File: src/rtl/display_pkg.sv
// Shared types, segment constants and BCD-to-segment encoding for the
// calculator display scheduler.
package display_pkg;

  typedef enum logic [1:0] {
    SRC_NONE   = 2'd0,
    SRC_ENTRY  = 2'd1,
    SRC_RESULT = 2'd2,
    SRC_ERROR  = 2'd3
  } src_e;

  typedef enum logic [2:0] {
    SH_IDLE  = 3'd0,
    SH_LOAD  = 3'd1,
    SH_LO    = 3'd2,
    SH_HI    = 3'd3,
    SH_LATCH = 3'd4
  } sh_state_e;

  localparam logic [7:0]  SEG_DASH    = 8'h02;
  localparam logic [31:0] FRAME_DASH  = 32'h0202_0202;
  localparam logic [31:0] FRAME_BLANK = 32'h0000_0000;

  function automatic logic [7:0] bcd2seg(input logic [3:0] d);
    logic [7:0] s;
    case (d)
      4'd0:    s = 8'hFC;
      4'd1:    s = 8'h60;
      4'd2:    s = 8'hDA;
      4'd3:    s = 8'hF2;
      4'd4:    s = 8'h66;
      4'd5:    s = 8'hB6;
      4'd6:    s = 8'hBE;
      4'd7:    s = 8'hE0;
      4'd8:    s = 8'hFE;
      4'd9:    s = 8'hF6;
      default: s = SEG_DASH;
    endcase
    return s;
  endfunction

  // Leftmost digit lands in the top byte so it is shifted out last.
  function automatic logic [31:0] bcd2frame(input logic [15:0] bcd);
    return {bcd2seg(bcd[15:12]), bcd2seg(bcd[11:8]), bcd2seg(bcd[7:4]), bcd2seg(bcd[3:0])};
  endfunction

endpackage

File: src/rtl/display_sched_seg_shifter.sv
// Bit-serial shifter for one 32-bit segment frame into a 74HC595-style chain,
// finishing with a storage-register latch pulse.
module seg_shifter
  import display_pkg::*;
#(
  parameter int CLK_DIV = 50
) (
  input  logic        clk,
  input  logic        rst,
  input  logic        start,
  input  logic [31:0] frame,
  output logic        busy,
  output logic        done,
  output logic        sclk,
  output logic        sdata,
  output logic        latch
);

  localparam int CW = (CLK_DIV > 1) ? $clog2(CLK_DIV) : 1;
  localparam logic [CW-1:0] CNT_LAST = CW'(CLK_DIV - 1);

  sh_state_e   state_r, state_nxt_s;
  logic [CW-1:0] cnt_r, cnt_nxt_s;
  logic [4:0]  bit_r, bit_nxt_s;
  logic [31:0] shreg_r, shreg_nxt_s;
  logic        done_s;
  logic        busy_r, sclk_r, sdata_r, latch_r;

  // Next-state, phase counter and shift register update.
  always_comb begin
    state_nxt_s = state_r;
    cnt_nxt_s   = cnt_r;
    bit_nxt_s   = bit_r;
    shreg_nxt_s = shreg_r;
    done_s      = 1'b0;
    case (state_r)
      SH_IDLE: begin
        if (start) state_nxt_s = SH_LOAD;
        else       state_nxt_s = SH_IDLE;
      end
      SH_LOAD: begin
        shreg_nxt_s = frame;
        cnt_nxt_s   = '0;
        bit_nxt_s   = 5'd0;
        state_nxt_s = SH_LO;
      end
      SH_LO: begin
        if (cnt_r == CNT_LAST) begin
          cnt_nxt_s   = '0;
          state_nxt_s = SH_HI;
        end else begin
          cnt_nxt_s = cnt_r + CW'(1);
        end
      end
      SH_HI: begin
        if (cnt_r == CNT_LAST) begin
          cnt_nxt_s = '0;
          if (bit_r == 5'd31) begin
            state_nxt_s = SH_LATCH;
            done_s      = 1'b1;
          end else begin
            state_nxt_s = SH_LO;
            bit_nxt_s   = bit_r + 5'd1;
            shreg_nxt_s = {1'b0, shreg_r[31:1]};
          end
        end else begin
          cnt_nxt_s = cnt_r + CW'(1);
        end
      end
      SH_LATCH: begin
        if (cnt_r == CNT_LAST) begin
          cnt_nxt_s   = '0;
          state_nxt_s = SH_IDLE;
        end else begin
          cnt_nxt_s = cnt_r + CW'(1);
        end
      end
      default: begin
        state_nxt_s = SH_IDLE;
        cnt_nxt_s   = '0;
        bit_nxt_s   = 5'd0;
      end
    endcase
  end

  // State register; pin outputs are registered from the next state so they are glitch-free.
  always_ff @(posedge clk or negedge rst) begin
    if (!rst) begin
      state_r <= SH_IDLE;
      cnt_r   <= '0;
      bit_r   <= 5'd0;
      shreg_r <= 32'h0;
      busy_r  <= 1'b0;
      sclk_r  <= 1'b0;
      sdata_r <= 1'b0;
      latch_r <= 1'b0;
    end else begin
      state_r <= state_nxt_s;
      cnt_r   <= cnt_nxt_s;
      bit_r   <= bit_nxt_s;
      shreg_r <= shreg_nxt_s;
      busy_r  <= (state_nxt_s != SH_IDLE);
      sclk_r  <= (state_nxt_s == SH_HI);
      latch_r <= (state_nxt_s == SH_LATCH);
      sdata_r <= ((state_nxt_s == SH_LO) || (state_nxt_s == SH_HI)) ? shreg_nxt_s[0] : 1'b0;
    end
  end

  assign busy  = busy_r;
  assign done  = done_s;
  assign sclk  = sclk_r;
  assign sdata = sdata_r;
  assign latch = latch_r;

endmodule

File: src/rtl/display_sched.sv
// Arbitrates error / result / entry sources onto the 4-digit display and
// drives the serial segment chain through seg_shifter.
module display_sched
  import display_pkg::*;
#(
  parameter int CLK_DIV        = 50,
  parameter int HOLD_CYCLES    = 5_000_000,
  parameter int REFRESH_CYCLES = 1_000_000
) (
  input  logic        clk,
  input  logic        rst,
  input  logic        err,
  input  logic        result_valid,
  input  logic [15:0] result_bcd,
  output logic        result_ready,
  input  logic        entry_valid,
  input  logic [15:0] entry_bcd,
  output logic        entry_ready,
  output logic        sclk,
  output logic        sdata,
  output logic        latch,
  output logic        busy,
  output logic [1:0]  shown_src
);

  localparam int HW = $clog2(HOLD_CYCLES + 1);
  localparam int RW = $clog2(REFRESH_CYCLES + 1);
  localparam logic [HW-1:0] HOLD_INIT = HW'(HOLD_CYCLES);
  localparam logic [RW-1:0] REF_LAST  = RW'(REFRESH_CYCLES - 1);

  logic [31:0]   frame_r;
  src_e          pend_src_r, shown_src_r;
  logic [HW-1:0] hold_r;
  logic [RW-1:0] refresh_r;
  logic          start_r, result_ready_r, entry_ready_r;
  logic          sh_busy_s, sh_done_s, idle_s;
  logic          grant_err_s, grant_res_s, grant_ent_s, grant_ref_s, grant_any_s;

  // A start already issued but not yet seen as busy still counts as occupied.
  assign idle_s      = !sh_busy_s && !start_r;
  assign grant_any_s = grant_err_s || grant_res_s || grant_ent_s || grant_ref_s;

  // One arbitration decision per idle cycle; a raised err blocks result and entry.
  always_comb begin
    grant_err_s = 1'b0;
    grant_res_s = 1'b0;
    grant_ent_s = 1'b0;
    grant_ref_s = 1'b0;
    if (!idle_s) begin
      grant_err_s = 1'b0;
    end else if (err && (shown_src_r != SRC_ERROR)) begin
      grant_err_s = 1'b1;
    end else if (!err && result_valid) begin
      grant_res_s = 1'b1;
    end else if (!err && entry_valid && (hold_r == '0)) begin
      grant_ent_s = 1'b1;
    end else if (refresh_r == REF_LAST) begin
      grant_ref_s = 1'b1;
    end else begin
      grant_ref_s = 1'b0;
    end
  end

  // Handshake strobes, shifter start, hold and refresh timers.
  always_ff @(posedge clk or negedge rst) begin
    if (!rst) begin
      start_r        <= 1'b0;
      result_ready_r <= 1'b0;
      entry_ready_r  <= 1'b0;
      hold_r         <= '0;
      refresh_r      <= '0;
    end else begin
      start_r        <= grant_any_s;
      result_ready_r <= grant_res_s;
      entry_ready_r  <= grant_ent_s;
      if (grant_res_s)        hold_r <= HOLD_INIT;
      else if (hold_r != '0)  hold_r <= hold_r - HW'(1);
      else                    hold_r <= hold_r;
      if (grant_any_s)        refresh_r <= '0;
      else if (idle_s)        refresh_r <= refresh_r + RW'(1);
      else                    refresh_r <= refresh_r;
    end
  end

  // Frame register and source tracking; a refresh re-sends with the current source.
  always_ff @(posedge clk or negedge rst) begin
    if (!rst) begin
      frame_r     <= FRAME_BLANK;
      pend_src_r  <= SRC_NONE;
      shown_src_r <= SRC_NONE;
    end else begin
      if (grant_err_s) begin
        frame_r    <= FRAME_DASH;
        pend_src_r <= SRC_ERROR;
      end else if (grant_res_s) begin
        frame_r    <= bcd2frame(result_bcd);
        pend_src_r <= SRC_RESULT;
      end else if (grant_ent_s) begin
        frame_r    <= bcd2frame(entry_bcd);
        pend_src_r <= SRC_ENTRY;
      end else if (grant_ref_s) begin
        frame_r    <= frame_r;
        pend_src_r <= shown_src_r;
      end else begin
        frame_r    <= frame_r;
        pend_src_r <= pend_src_r;
      end
      if (sh_done_s) shown_src_r <= pend_src_r;
      else           shown_src_r <= shown_src_r;
    end
  end

  seg_shifter #(
    .CLK_DIV(CLK_DIV)
  ) u_shifter (
    .clk  (clk),
    .rst  (rst),
    .start(start_r),
    .frame(frame_r),
    .busy (sh_busy_s),
    .done (sh_done_s),
    .sclk (sclk),
    .sdata(sdata),
    .latch(latch)
  );

  assign busy         = sh_busy_s;
  assign result_ready = result_ready_r;
  assign entry_ready  = entry_ready_r;
  assign shown_src    = shown_src_r;

endmodule

File: config.mk
export PLATFORM = sky130hd
export DESIGN_NAME = display_sched
export DESIGN_NICKNAME = d
export VERILOG_FILES = /design/src/rtl/display_pkg.sv /design/src/rtl/display_sched_seg_shifter.sv /design/src/rtl/display_sched.sv
export SDC_FILE = /design/constraint.sdc
export NUM_CORES = 1
export LEC_CHECK = 0
export ABC_CLOCK_PERIOD_IN_PS = 3700
export CORE_UTILIZATION = 25
export DETAILED_ROUTE_END_ITERATION = 10
export GPL_TIMING_DRIVEN = 0
export PLACE_DENSITY = 0.48
export REMOVE_ABC_BUFFERS = 1
export SLEW_MARGIN = 20
export SYNTH_ARGS = -nofsm -noshare
export SYNTH_HDL_FRONTEND = slang
export SYNTH_SLANG_ARGS = --single-unit
File: constraint.sdc
create_clock -name clk -period 3.7 [get_ports clk]
set_input_delay 0.925 -clock clk [delete_from_list [all_inputs] [get_ports clk]]
set_output_delay 0.925 -clock clk [all_outputs]
set_load 0.05 [all_outputs]
==> results.cfg, run 1 <==
[synthesis]
seq_area_frac_synth = 0.419
ys_ff_latch = 128
synth-warning-count = 0
post_synth_num_cell_types = 51
ys_dominant_reg_cell = dfrtp_1
post_synth_edffs = 0
avgSynthCellArea_sq_um = 9.27
post_synth_inst_count = 825
async_reset_ff_frac = 1.00
mapped_area_sq_um = 7650

[detailed_routing]
route.vias.total = 5975
drc = 0
detailedRoute.firstPassIterationCount = 4
antenna_left = 0
viasPerCell = 4.74
first_iter_violations = 359
drt-total-wl_microns = 17300
route.detailed.wl_per_inst_microns = 13.7

[cells_and_area]
most-common-layout-cells = dfrtp_1, nor2_1, o21ai_0
drive_gt1_frac = 0.0977
area.sequential_sq_um = 3200
antennaDiodeCount = 0
fillerInstances = 3097
layout_commonest_cell = dfrtp_1
design.final.nets = 949
final_util = 0.308
multi_input_area_sq_um = 4140
area_delta_synth_final_pct = 20.3

[timing]
timing_max_transition_violations_final = 0
fin_hold_ws_ps = 444
maxSlewHeadroom = 0.345
min_period_ps = 3470
rsz_0062_raised_after_global_routing = false
min_period_over_period = 0.938
finalClockSkew_ps = 13.6
max_freq_mhz = 288
timing_worst_slew_pin_value_ps = 980
final_hold_viol_count = 0
final-setup-viol-count = 0

[worst_setup_path]
worstPathArrival_ps = 3770
type_of_element_capturing_the_critical_path = flip-flop
start_to_end_type_of_the_worst_setup_path = flip-flop to flip-flop
startpoint_type = flip-flop
worst-path-max-fanout = 16
worstPathRequired_ps = 4000

[cts]
tritoncts_clock_tree = yes
cts.clk_slew.worst_paths_ps = 60
hold_buffers = 0
cts-buffers-inserted = 17
cts_resized = 0
cts_num_sinks = 128
cts-htree-levels = 4
clock_insertion_delay_worst_skew_ps = 420
cts_root_buffer = clkbuf_16
cts_setup_buffers = 0
cts_buffer_depth = 2

[floorplan]
core_sq_um = 29900
die-width_microns = 177
fp.dieH_microns = 177
fp-row-count = 63
die_area_sq_um = 31300
io_pins = 45
initial_core_util = 0.256

[global_route]
antenna_found_initial = 0
first_global_vias = 5953
grt.overflow.total = 0
grt_first_pass_wirelength_microns = 29600
global_route_usage_over_all_layers = 0.117
pin_count_of_the_biggest_net_entering_global_routing = 76

[place]
detailed_place_hpwl_microns = 11700
io_buffer_count = 44
gp_congestion = 0.750

[flow_run]
max-cap-violations = 0

[run_status]
run_status = finished, final reports clean

[pwr]
maximum_vdd_ir_drop_v = 0.000301
power.static_leakage_nw = 3.98
cellPowerDensity_nw_per_um2 = 404

[hold_path]
worstHoldPathType = primary input to asynchronous set/reset pin
## sequential cells by signal (all words and copies together), names as in the netlist, 2 cells and up
name,count
pend_src_r,2
frame_r,28
refresh_r,20
hold_r,23
shown_src,2
u_shifter.cnt_r,6
u_shifter.state_r,3
u_shifter.bit_r,5
u_shifter.shreg_r,32
## area by class of cell
type                       count  area share
multi-input combinational    613       0.450
clock buffer                  19      0.0492
inverter                      49      0.0203
tap                          390      0.0530
timing repair buffer          48      0.0564
clock inverter                13      0.0228
sequential                   128       0.348
## where the power goes
part / internal [mW] / total [mW] / switching (mW)
Clock: 1.23 / 1.86 / 0.631
Sequential: 1.45 / 1.51 / 0.0552
Combinational: 0.150 / 0.348 / 0.198
## through the flow
| stage | setup slack [ps] | power (mW) | TNS [ps] | cells | area [sq um] |
|---|---|---|---|---|---|
| floorplan | 236 | 1.72 | 0 | 790 | 7490 |
| global placement | -3970 | 1.87 | -540440 | 1224 | 8420 |
| detailed placement | -240 | 1.88 | -2810 | 1227 | 8520 |
| CTS | 121 | 3.76 | 0 | 1259 | 9180 |
| global route | 78.0 | 3.88 | 0 | 1260 | 9200 |
| finish | 230 | 3.72 | 0 | 1260 | 9200 |
## cells in the mapped netlist, types with 3 or more instances
| cell type | count | area (sq um) |
|---|---|---|
| clkbuf_1 | 29 | 109 |
| a22oi_1 | 37 | 278 |
| nand3_1 | 19 | 95.1 |
| or2_2 | 6 | 37.5 |
| nand2_1 | 35 | 131 |
| nand4_1 | 5 | 31.3 |
| nor3_1 | 27 | 135 |
| o21ai_0 | 90 | 450 |
| a21oi_1 | 58 | 290 |
| mux2i_1 | 5 | 50.1 |
| or4_1 | 6 | 45.0 |
| nor4_1 | 7 | 43.8 |
| a221oi_1 | 3 | 26.3 |
| nand2b_1 | 17 | 106 |
| buf_2 | 3 | 15.0 |
| ha_1 | 55 | 688 |
| mux2_2 | 11 | 124 |
| nor2_1 | 92 | 345 |
| o31ai_1 | 5 | 37.5 |
| and3_1 | 9 | 56.3 |
| mux2_4 | 20 | 300 |
| o22a_1 | 5 | 43.8 |
| xnor2_1 | 14 | 123 |
| inv_1 | 49 | 184 |
| o211ai_1 | 12 | 90.1 |
| nor2b_1 | 5 | 31.3 |
| dfrtp_1 | 128 | 3200 |
| or3_1 | 7 | 43.8 |
| nand4b_1 | 3 | 26.3 |
| and2_1 | 11 | 68.8 |
| o22ai_1 | 6 | 37.5 |
| xor2_1 | 17 | 149 |
## layer usage
metal  routed length (microns)  global-route usage
met1                      8840               0.160
met5                         0                   0
met4                       271              0.0399
met3                       461              0.0189
met2                      7700               0.187
## worst paths after layout
kind / from / end / slack [ps] / cells past startpoint
hold reg to reg: u_shifter.shreg_r[5] / u_shifter.shreg_r[5] / 490 / 1
setup / recovery: hold_r[0] / frame_r[23] / 230 / 8
hold / removal: rst / u_shifter.shreg_r[26] / 440 / 1
max in group asynchronous: rst / frame_r[7] / 2550 / 2
min in group clk: u_shifter.shreg_r[5] / u_shifter.shreg_r[5] / 490 / 1
setup reg to reg: hold_r[0] / frame_r[23] / 230 / 8
## cells by family after synthesis
logic type | synth area share
DFF | 0.419
xor gates and xnor gates | 0.0355
AOI/OAI and AO/OA | 0.178
buffers and inverters | 0.0442
adders and majority gates | 0.0900
and+or+nand+nor | 0.171
muxes | 0.0620
## critical path, cell delays in order, from the launching register on
cell and delay, ps:
dfrtp_1 390, inv_1 120, ha_1 170, or4b_1 440, or4_1 680, o31a_1 470
nand2b_2 460, buf_16 300, mux2_4 300
(Power assumes the default switching activity.)
==> inputs of run 2 (changes only) <==
Settings changed: GPL_TIMING_DRIVEN 0 to not set.
==> results.cfg, run 2 (same netlist as run 1, synthesis figures left out) <==
[detailed_routing]
drt-total-wl_microns = 17800
drc = 0
route.detailed.wl_per_inst_microns = 14.0
viasPerCell = 4.73
antenna_left = 0
first_iter_violations = 312
detailedRoute.firstPassIterationCount = 5
route.vias.total = 6013

[worst_setup_path]
worstPathRequired_ps = 4000
type_of_element_capturing_the_critical_path = flip-flop
startpoint_type = flip-flop
start_to_end_type_of_the_worst_setup_path = flip-flop to flip-flop
worst-path-max-fanout = 28
worstPathArrival_ps = 3180

[cells_and_area]
layout_commonest_cell = dfrtp_1
antennaDiodeCount = 0
largest_register_ff_count = 32
drive_gt1_frac = 0.102
area_delta_synth_final_pct = 21.1
final_util = 0.310
design.final.nets = 961
most-common-layout-cells = dfrtp_1, nor2_1, o21ai_0
reg.largest.list = u_shifter.shreg_r x32, frame_r x28, hold_r x23
fillerInstances = 3110
max_flop_register = u_shifter.shreg_r

[pwr]
p_int_mw = 2.95
netSwitchingPower_mw = 0.898
clockPowerShare = 0.518
comb_power_share = 0.091
maximum_vdd_ir_drop_v = 0.000321
p_sw_frac = 0.233
cellPowerDensity_nw_per_um2 = 416
share_of_power_burned_in_registers = 0.391
power.static_leakage_nw = 4.06

[global_route]
global_route_usage_over_all_layers = 0.121
grt_first_pass_wirelength_microns = 30400
grt.overflow.total = 0
pin_count_of_the_biggest_net_entering_global_routing = 72
first_global_vias = 5954
antenna_found_initial = 0

[floorplan]
fp-row-count = 63
initial_core_util = 0.256
fp.dieH_microns = 177
die_area_sq_um = 31300
core_sq_um = 29900
io_pins = 45
die-width_microns = 177

[cts]
cts_num_sinks = 128
cts.clk_slew.worst_paths_ps = 60
cts-htree-levels = 4
cts_setup_buffers = 0
cts_resized = 0
cts_root_buffer = clkbuf_16
clock_insertion_delay_worst_skew_ps = 420
cts-buffers-inserted = 17
cts_buffer_depth = 2
hold_buffers = 0
tritoncts_clock_tree = yes

[timing]
min_period_over_period = 0.779
timing_worst_slew_pin_value_ps = 955
final.setup.tns_ps = 0
finalClockSkew_ps = 9.91
maxSlewHeadroom = 0.359
final_hold_viol_count = 0
timing_max_transition_violations_final = 0
final-setup-viol-count = 0
min_period_ps = 2880
max_freq_mhz = 347
rsz_0062_raised_after_global_routing = false

[place]
gp_congestion = 0.758
detailed_place_hpwl_microns = 12200
io_buffer_count = 44

[flow_run]
max-cap-violations = 0

[run_status]
run_status = finished, final reports clean

[hold_path]
worstHoldPathType = flip-flop to flip-flop
## run 2: changes by cell type in the layout (fill, tap and decap cells not counted), moves of 2 or more
cell        delta
bufinv_16      +2
clkinv_4       +2
buf_16         -2
buf_4         +14
nor2_1         +2
clkinvlp_4     -5
## run 2: area by class of cell
| cell class | count | area (sq um) | share of cell area |
|---|---|---|---|
| inverters | 49 | 184 | 0.0199 |
| clock inverters | 13 | 259 | 0.0280 |
| multi-input cells | 613 | 4110 | 0.444 |
| repair buffers | 60 | 574 | 0.0620 |
| well taps | 390 | 488 | 0.0527 |
| flip-flops and latches | 128 | 3200 | 0.346 |
| clock buffers | 18 | 439 | 0.0474 |
## run 2: power groups by stage
stage	Sequential, mW	Clock, mW	Combinational (mW)
floorplan	1.52	0	0.201
global placement	1.53	0	0.356
detailed placement	1.53	0	0.354
CTS	1.50	2.04	0.358
global route	1.51	2.11	0.405
finish	1.51	1.99	0.351
## run 2: worst max-delay path, stage by stage (launching register included)
cell,delay (ps)
dfrtp_1,390
inv_1,110
ha_1,170
or4b_1,420
or4_1,460
o31a_1,360
nand2b_2,180
buf_4,280
mux2_4,350
## run 2: per-layer routing
metal / wire [microns] / track usage / vias up / share of wire
li1: - / - / 3017 / -
met1: 9180 / 0.171 / 2912 / 0.51
met2: 8070 / 0.189 / 77 / 0.45
met3: 424 / 0.0230 / 7 / 0.024
met4: 152 / 0.0302 / 0 / 0.0085
met5: 0 / 0 / - / 0
## run 2: path summary, 6_finish.rpt
path,startpoint,end,slack (ps),cells after the start
min reg2reg,frame_r[31],u_shifter.shreg_r[31],480,2
min in group asynchronous,rst,u_shifter.sdata,540,1
max reg2reg,hold_r[0],frame_r[23],820,8
max in group asynchronous,rst,frame_r[14],2430,2
max,hold_r[0],frame_r[23],820,8
min,frame_r[31],u_shifter.shreg_r[31],480,2
## run 2: stage by stage
step                setup slack, ps  cells  instance area, sq um  hold WS [ps]  power [mW]
floorplan                       236    790                  7490           444        1.72
CTS                             793   1271                  9260           489        3.90
finish                          817   1271                  9260           483        3.85
global route                    693   1271                  9260           504        4.03
global placement                619   1240                  8560           474        1.89
detailed placement              592   1240                  8560           474        1.88
